<file path="src/rtl/pi_permute_engine.sv">
// Multi-round pi lane permutation engine: 25 lanes of W bits, forward or inverse map,
// one round per clock, with a one-cycle done pulse when the result is ready.
module pi_permute_engine #(
    parameter int W     = 1,
    parameter int CNT_W = 5
) (
    input  logic               clk_i,
    input  logic               rst_ni,
    input  logic               start_i,
    input  logic               inv_i,
    input  logic [CNT_W-1:0]   rounds_i,
    input  logic [25*W-1:0]    din_i,
    output logic               busy_o,
    output logic               done_o,
    output logic [25*W-1:0]    dout_o
);

    // state  | meaning
    // IDLE   | waiting for start, dout holds last result
    // RUN    | applying one pi round per clock
    // DONE   | dout is final for one cycle; start here restarts with no bubble
    localparam logic [1:0] S_IDLE = 2'd0;
    localparam logic [1:0] S_RUN  = 2'd1;
    localparam logic [1:0] S_DONE = 2'd2;

    localparam logic [CNT_W-1:0] CNT_ONE = {{(CNT_W-1){1'b0}}, 1'b1};

    logic [1:0]       fsm_q, fsm_d;
    logic [CNT_W-1:0] cnt_q, cnt_d;
    logic             mode_q, mode_d;
    logic [25*W-1:0]  state_q, state_d;
    logic [25*W-1:0]  fwd_s, inv_s;

    // Both maps are bijections, so every destination lane is driven exactly once.
    for (genvar gy = 0; gy < 5; gy++) begin : g_row
        for (genvar gx = 0; gx < 5; gx++) begin : g_col
            localparam int SRC = 5*gy + gx;
            localparam int FWD = 5*((2*gx + 3*gy + 2) % 5) + gy;
            localparam int INV = 5*gx + ((gx + 3*gy + 4) % 5);
            assign fwd_s[FWD*W +: W] = state_q[SRC*W +: W];
            assign inv_s[INV*W +: W] = state_q[SRC*W +: W];
        end
    end

    always_comb begin
        fsm_d   = fsm_q;
        cnt_d   = cnt_q;
        mode_d  = mode_q;
        state_d = state_q;
        case (fsm_q)
            S_IDLE, S_DONE: begin
                if (start_i) begin
                    state_d = din_i;
                    cnt_d   = rounds_i;
                    mode_d  = inv_i;
                    fsm_d   = (rounds_i == '0) ? S_DONE : S_RUN;
                end else if (fsm_q == S_DONE) begin
                    fsm_d = S_IDLE;
                end
            end
            S_RUN: begin
                state_d = mode_q ? inv_s : fwd_s;
                cnt_d   = cnt_q - CNT_ONE;
                if (cnt_q == CNT_ONE) begin
                    fsm_d = S_DONE;
                end
            end
            default: fsm_d = S_IDLE;
        endcase
    end

    always_ff @(posedge clk_i or negedge rst_ni) begin
        if (!rst_ni) begin
            fsm_q   <= S_IDLE;
            cnt_q   <= '0;
            mode_q  <= 1'b0;
            state_q <= '0;
        end else begin
            fsm_q   <= fsm_d;
            cnt_q   <= cnt_d;
            mode_q  <= mode_d;
            state_q <= state_d;
        end
    end

    assign busy_o = (fsm_q == S_RUN);
    assign done_o = (fsm_q == S_DONE);
    assign dout_o = state_q;

endmodule

</file>
<file path="config.mk">
export PLATFORM = sky130hd
export DESIGN_NAME = pi_permute_engine
export DESIGN_NICKNAME = d
export VERILOG_FILES = /design/src/rtl/pi_permute_engine.sv
export SDC_FILE = /design/constraint.sdc
export NUM_CORES = 1
export LEC_CHECK = 0
export CAP_MARGIN = 20
export CELL_PAD_IN_SITES_DETAIL_PLACEMENT = 1
export CELL_PAD_IN_SITES_GLOBAL_PLACEMENT = 1
export CORE_MARGIN = 5
export CORE_UTILIZATION = 25
export DETAILED_ROUTE_END_ITERATION = 6
export HOLD_SLACK_MARGIN = 0.02
export PLACE_DENSITY = 0.68
export SLEW_MARGIN = 20
export SYNTH_ARGS = -nofsm -noshare
export SYNTH_HDL_FRONTEND = slang
export SYNTH_SLANG_ARGS = --single-unit
</file>
<file path="constraint.sdc">
create_clock -name clk_i -period 1.23 [get_ports clk_i]
set_input_delay 0.246 -clock clk_i [delete_from_list [all_inputs] [get_ports clk_i]]
set_output_delay 0.246 -clock clk_i [all_outputs]
set_load 0.05 [all_outputs]
</file>
Yosys cells after proc, flatten, opt, wreduce, memory -nomap -nowiden
Index checks and enable logic that the tools add are counted.

word-level totals
  register bits after elaboration = 33
  input bits = 34
  output and inout bits = 27
  logic and storage cells = 31

operators by class
  add/subtract/negate cells = 1
  equality and inequality tests = 6
  muxes and demuxes = 10
  bitwise logic cells = 1
  reduce and logical (&&, ||, !) cells = 8

operators with widths
  operator             number
  $mux 25              2
  $pmux 25 s2          1
  $pmux 5 s2           1
  $mux 2               4
  $reduce_and 2->1     3
  $eq 5x1->1 const B   1
  $logic_not 5->1      1
  $mux 5               1
  $sub 5x1->5 const B  1
  $pmux 2 s2           1
  $ne 3x3->1 const B   1
  $reduce_and 3->1     1
  $eq 2x1->1 const B   1
  $eq 2x2->1 const B   1
  $logic_not 2->1      1
  $ne 2x1->1 const B   1
  $ne 2x2->1 const B   1
  $reduce_bool 2->1    1
  $reduce_or 2->1      1
  $not 1->1            1

Logic depth before layout (Yosys ltp)
Gate-level depths: netlist of the first run.

  word-level depth = 4
  depth in mapped cells = 5
  mapped depth without buffers = 5

Worst setup path before layout of the first run
No wires, ideal clock.

  kind = register to output
  from = register fsm_q[0]
  to = output port done_o
  arrival = 1.097 ns
  data required time = 0.984 ns
  setup slack = -0.113 ns
  cell stages (with the launch flop) = 2
  path buffers = 0
  path through = dfrtp_1 > nor2b_1

on the way
  longest elaborated chain between the ends = 1

ends and longest elaborated chain
  item                    RTL line  RTL
  start, declared         28        logic [1:0] fsm_q, fsm_d;
  start signal, assigned  79        fsm_q <= fsm_d;
  $eq 2x2->1              87        assign done_o = (fsm_q == S_DONE);
  end, declared           14        output logic done_o,

Every way passes these cells.

Worst setup path after layout of the first run
  from = register fsm_q[0]
  to = register cnt_q[4]

on the way
  longest elaborated chain between the ends = 4
  elaborated cells on any way between the ends = 8
  those cells by class = eq/ne (3); mux (1); reduce/logical (4)

ends and longest elaborated chain
  item                                                       RTL line  RTL
  $eq 2x2->1 or $logic_not 2->1 (tied branches)              50        case (fsm_q)
  $reduce_or 2->1                                            50
  $ne 2x2->1 (no line) or $reduce_bool 2->1 (tied branches)  -
  $reduce_and 2->1 (no line)                                 -
  end signal, assigned                                       80        cnt_q <= cnt_d;
  end, declared                                              29        logic [CNT_W-1:0] cnt_q, cnt_d;

Parallel ways exist; a longest one is shown, timed or not.
A chain may end at the register's enable or synchronous reset.

==> results of run 1 <==
==> synth_stat cells (all sizes together) (2+ instances only) <==
cell type / count / area share [%]
clkbuf: 4 / 0.81
a211oi: 24 / 9.7
dfrtp: 33 / 44
nor3: 4 / 1.1
inv: 3 / 0.74
a31oi: 24 / 8.1
ha: 2 / 1.3
nand2b: 2 / 0.67
a221o: 3 / 1.6
nor2: 5 / 1.4
nand2: 55 / 11
nor2b: 26 / 8.7
buf: 14 / 6.0
==> worst max-delay path by stage <==
stage | cells after the start | slack (ps) | to
after detailed placement | 5 | -400 | dout_o[15]
after CTS | 3 | -160 | done_o
after global routing | 7 | -210 | cnt_q[4]
after global placement | 5 | -320 | dout_o[5]
after floorplan | 5 | 0.1 | cnt_q[1]
final | 7 | -160 | cnt_q[4]
==> critical path, stage by stage, from the launching register on <==
cell and delay (ps):
dfrtp_2 430, buf_4 150, nor2b_4 40, buf_12 140, buf_8 130, buf_4 130
a32oi_1 170, nand2_1 80
==> state kept, by name (all words and copies together), names as in the netlist <==
| name | flops |
|---|---|
| dout_o | 25 |
| cnt_q | 5 |
| fsm_q | 2 |
| mode_q | 1 |
==> layer usage <==
| metal | part of all wire, % | global-route usage, % | up-vias |
|---|---|---|---|
| met5 | 0 | 0 | - |
| met4 | 0.81 | 3.62 | 0 |
| met2 | 51 | 24.0 | 36 |
| met1 | 44 | 17.2 | 941 |
| li1 | - | - | 905 |
| met3 | 4.5 | 3.44 | 6 |
==> through the flow <==
step	cell area, µm²	instances	power [W]	setup WS [ps]
floorplan	1870	209	0.00597	0.117
global placement	2930	369	0.00887	-320
detailed placement	2930	369	0.00909	-400
CTS	3170	383	0.0106	-156
global route	3330	389	0.0115	-212
finish	3330	389	0.0109	-164
==> logic make-up after synthesis <==
logic type	share of synthesized area [%]
simple gates	24.3
compound gates	21.9
flops	44.3
buf+inv	7.58
fa+ha+maj	1.34
mux	0.537
==> repair_timing <==
item / in CTS / in global routing
hold buffers: 1 / 0
gates cloned: 0 / 4
gates resized for setup: 12 / 11
setup buffers: 5 / 2
setup endpoints to repair: 31 / 37
hold endpoints to repair: 14 / 0
pin swaps: 0 / 12
==> cell type report <==
type | count | area (µm²)
inverters | 3 | 18.8
clock buffers | 5 | 68.8
multi-input cells | 155 | 966
clock inverters | 3 | 65.1
well taps | 99 | 124
repair buffers | 91 | 1260
flip-flops and latches | 33 | 830
fillers | 820 | 3920
==> cells in the final DEF (no fill, tap or decap), types with 2 or more instances in the layout <==
cell type	instances
buf_12	34
buf_4	17
nor3_1	4
nand2b_4	2
clkdlybuf4s50_1	31
a211oi_2	5
nor2b_1	24
nand2_1	55
inv_1	2
bufinv_16	2
dfrtp_2	3
dfrtp_1	30
nor2b_4	2
clkbuf_8	5
ha_1	2
clkbuf_16	3
a211oi_1	19
nor2_1	3
buf_6	2
a31oi_1	24
a221o_1	3
==> power by group <==
group / switching, W / internal [W] / total [W] / leakage [nW]
clock: 0.000439 / 0.000805 / 0.00124 / 0.0681
combinational: 0.00360 / 0.00350 / 0.00710 / 0.962
sequential: 0.000866 / 0.00167 / 0.00254 / 0.380
==> metrics.csv, run 1 <==
metric,value,unit
Leakage,1.41,nW
kind of critical path,reg2reg,
register area share after synthesis,44.3,%
Routed WL per cell,16.9,µm
Placer Congestion,0.753,
Buffers on Ports,60,
Synth Register Bits,33,
Fin Setup TNS,-2800,ps
endpoints failing setup,32,
worst r2r dst,cnt_q[4],
startpoint type of the worst setup path,register,
number of max-cap violations,0,
CTS tree,built,
worst vdd ir,0.00121,V
worst r2r src,fsm_q[0],
CP max FO,8,
Crit. End Element,register,
global route overflow,0,
Clock Skews,5.56,ps
Tmin final,1390,ps
Synth Cell Area,1860,µm²
initial antenna violation count,0,
final hold viol count,0,
final wirelength,6580,µm
HPWL Detailed,4450,µm
total track usage,13.9,%
Synth cell types,27,
first-pass GRT wire length,9940,µm
Pwr Density,3270,nW/µm²
Layout Nets,325,
endpoint with the worst hold slack,cnt_q[2],
status,"finished, violations left",
Worst EP arrival,1570,ps
Critical Path Start,fsm_q[0],
Max Buffers Root-to-Sink,2,
# DRC,0,
Reg2Reg Setup Slack,-160,ps
Slew Limit Fails,0,
path depth of the worst reg2reg path,7,
Initial Util,25.7,%
Gate Count Post-Synth,209,
First-pass DRT Iterations,4,
Worst Hold Class,in2reg,
Max-slew headroom,74.5,%
via count of the routed design,1888,
FP Rows,31,
# IOs,61,
vias in the first global route,1948,
YS warnings,0,
vias per cell,4.85,
Detail Route Antenna Nets,0,
hold path depth,3,
failing checks,setup timing,
Clock Latency Late Sink,290,ps
Area growth syn-to-layout,78.7,%
syn_area_per_cell,8.92,µm²
die height,96.4,µm
Fmax,0.717,GHz
core area,7250,µm²
"Top FF cell, synth",dfrtp_1,
initial detailed-routing violation count,75,
worst slew pin tran,383,ps
Worst-path clk slew,70,ps
DIE AREA,9280,µm²
Post-synth EDFFs,0,
final core occ,45.9,%
fraction of final layout cells sized beyond drive strength 1,28.6,%
CP required,1400,ps
largest net degree at the start of global routing,50,
share of flip-flops with an asynchronous set or reset,100,%
RSZ-0062 raised after global routing,yes,
Die W,96.4,µm
CTS buffer count,5,
CTS root buffer,clkbuf_8,
H-tree depth,2,
Syn Nets,245,
# clock sinks,33,
PnR worst setup slack,-164,ps
Fin Hold WS,372,ps
ant diodes,0,
Hold Crit Start,rounds_i[2],
Tcrit/Tclk final,113,%
(Power assumes the default switching activity.)
==> run 2: changes to the inputs <==
==> config.mk (replaced) <==
export PLATFORM = sky130hd
export DESIGN_NAME = pi_permute_engine
export DESIGN_NICKNAME = d
export VERILOG_FILES = /design/src/rtl/pi_permute_engine.sv
export SDC_FILE = /design/constraint.sdc
export NUM_CORES = 1
export LEC_CHECK = 0
export CELL_PAD_IN_SITES_DETAIL_PLACEMENT = 1
export CELL_PAD_IN_SITES_GLOBAL_PLACEMENT = 1
export CORE_MARGIN = 5
export CORE_UTILIZATION = 30
export DETAILED_ROUTE_END_ITERATION = 6
export HOLD_SLACK_MARGIN = 0.02
export PLACE_DENSITY = 0.78
export SYNTH_ARGS = -nofsm -noshare
export SYNTH_HDL_FRONTEND = slang
export SYNTH_SLANG_ARGS = --single-unit
==> run 2 against run 1 <==
Against the previous run: cell count fell by 6.2%; via count rose by 5.7%; the flow still finishes with violations (setup timing); die area fell by 15%; global-route usage rose by 3.7 points; highest routed layer unchanged; clock power fell by 11%; largest power group unchanged; critical endpoint is now cnt_q[0]; register-to-register slack got worse by 20 ps; worst setup slack got worse by 22 ps.
==> metrics.csv, run 2 (synthesis results as in run 1) <==
metric,value,unit
crit path cell chain,buf_4 -> nor2b_4 -> buf_4 -> nor2_1 -> a221o_1,
PnR worst setup slack,-186,ps
Initial Util,31.1,%
RSZ-0062 raised after global routing,yes,
dpl cells,344,
Buffers on Ports,60,
CP bufs+invs,2,
ant diodes,0,
worst r2r src,fsm_q[0],
FP Rows,28,
First-pass DRT Iterations,4,
Fin Setup TNS,-3430,ps
Critical Path Max Stage Delay,450,ps
fraction of final layout cells sized beyond drive strength 1,34.5,%
first-pass GRT wire length,10700,µm
Die W,88.8,µm
die height,88.8,µm
final hold viol count,0,
CP dominant cell by count,buf_4,
startpoint type of the worst setup path,register,
Max-slew headroom,75.2,%
Worst-path clk slew,70,ps
Pwr Density,3340,nW/µm²
via count of the routed design,1996,
dpl cell area,2920,µm²
CTS buffer count,5,
Non-Filler Instances,365,
Worst Setup EP,cnt_q[0],
global route overflow,0,
Tmin final,1420,ps
HPWL Detailed,4080,µm
CTS tree,built,
CP required,1400,ps
# clock sinks,33,
final wirelength,7080,µm
Area growth syn-to-layout,81.1,%
Routed WL per cell,19.4,µm
initial detailed-routing violation count,115,
Leakage,1.42,nW
Critical Path Start,fsm_q[0],
hold buffer count at cts,0,
path depth of the worst reg2reg path,5,
# DRC,0,
# IOs,61,
Detail Route Antenna Nets,0,
vias in the first global route,2063,
H-tree depth,2,
Layout Nets,325,
CP max FO,6,
WP depth,5,
Max Buffers Root-to-Sink,2,
number of max-cap violations,0,
core area,5990,µm²
Clock Latency Late Sink,300,ps
Fmax,0.706,GHz
failing checks,setup timing,
total track usage,17.6,%
worst vdd ir,0.00180,V
DIE AREA,7890,µm²
max FFs per register,25,
"commonest non-fill, non-tap cell in the layout",nand2_1,
final instance area,3380,µm²
status,"finished, violations left",
Slew Limit Fails,0,
cell family with most CP delay,flip-flops,
Critical-path top delay cell,dfrtp_2,
most frequent cells in the layout,"55 x nand2_1, 33 x buf_12, 32 x dfrtp_1",
Reg2Reg Setup Slack,-190,ps
Tcrit/Tclk final,115,%
initial antenna violation count,0,
worst r2r dst,cnt_q[0],
CTS root buffer,clkbuf_8,
Worst Hold Class,in2async,
vias per cell,5.47,
kind of critical path,reg2reg,
Worst EP arrival,1590,ps
Crit. End Element,register,
# fillers,635,
endpoints failing setup,33,
Fin Hold WS,326,ps
Clock Skews,9.42,ps
Placer Congestion,0.773,
largest net degree at the start of global routing,34,
pre-CTS setup slack,-326,ps
worst slew pin tran,370,ps
run 2: worst min path at each step:
stage,slack [ps],depth (start not counted),endpoint
4_1_cts,320,2,dout_o[23]
6_report,330,2,cnt_q[3]
2_1_floorplan,-50,0,cnt_q[0]
3_3_place_gp,510,2,cnt_q[4]
3_5_place_dp,520,2,cnt_q[4]
5_1_grt,340,2,dout_o[0]
run 2: metrics by stage:
step	util [%]	total power, W
after floorplan	-	0.00597
after global placement	48.8	0.00883
after detailed placement	48.8	0.00904
after CTS	53.9	0.0109
after global routing	56.4	0.0118
final	56.4	0.0113
run 2: cell type report:
cell class,count,area (µm²),area share [%]
repair buffers,91,1250,37.1
multi-input cells,155,1070,31.7
flip-flops and latches,33,827,24.5
well taps,75,93.8,2.78
clock buffers,7,86.3,2.56
clock inverters,1,30.0,0.889
inverters,3,18.8,0.556
run 2: timing repair:
item                       in CTS  in global routing
setup endpoints to repair      31                 33
pin swaps                      19                 11
hold endpoints to repair        0                  0
setup buffers                   3                  8
resized for setup              31                  9
gates cloned                    1                  2
run 2: power by group:
part,internal [W],switching (W),leakage [nW]
sequential,0.00167,0.000961,0.382
clock,0.000661,0.000437,0.0585
combinational,0.00373,0.00383,0.981
total,0.00606,0.00523,1.42
run 2: metal layers:
| layer | vias up | track usage (%) | wire length, µm | share of wire (%) |
|---|---|---|---|---|
| li1 | 910 | - | - | - |
| met1 | 1020 | 23.5 | 3130 | 44 |
| met2 | 60 | 28.7 | 3530 | 50 |
| met3 | 6 | 3.82 | 341 | 4.8 |
| met4 | 0 | 4.95 | 66 | 0.93 |
| met5 | - | 0 | 0 | 0 |
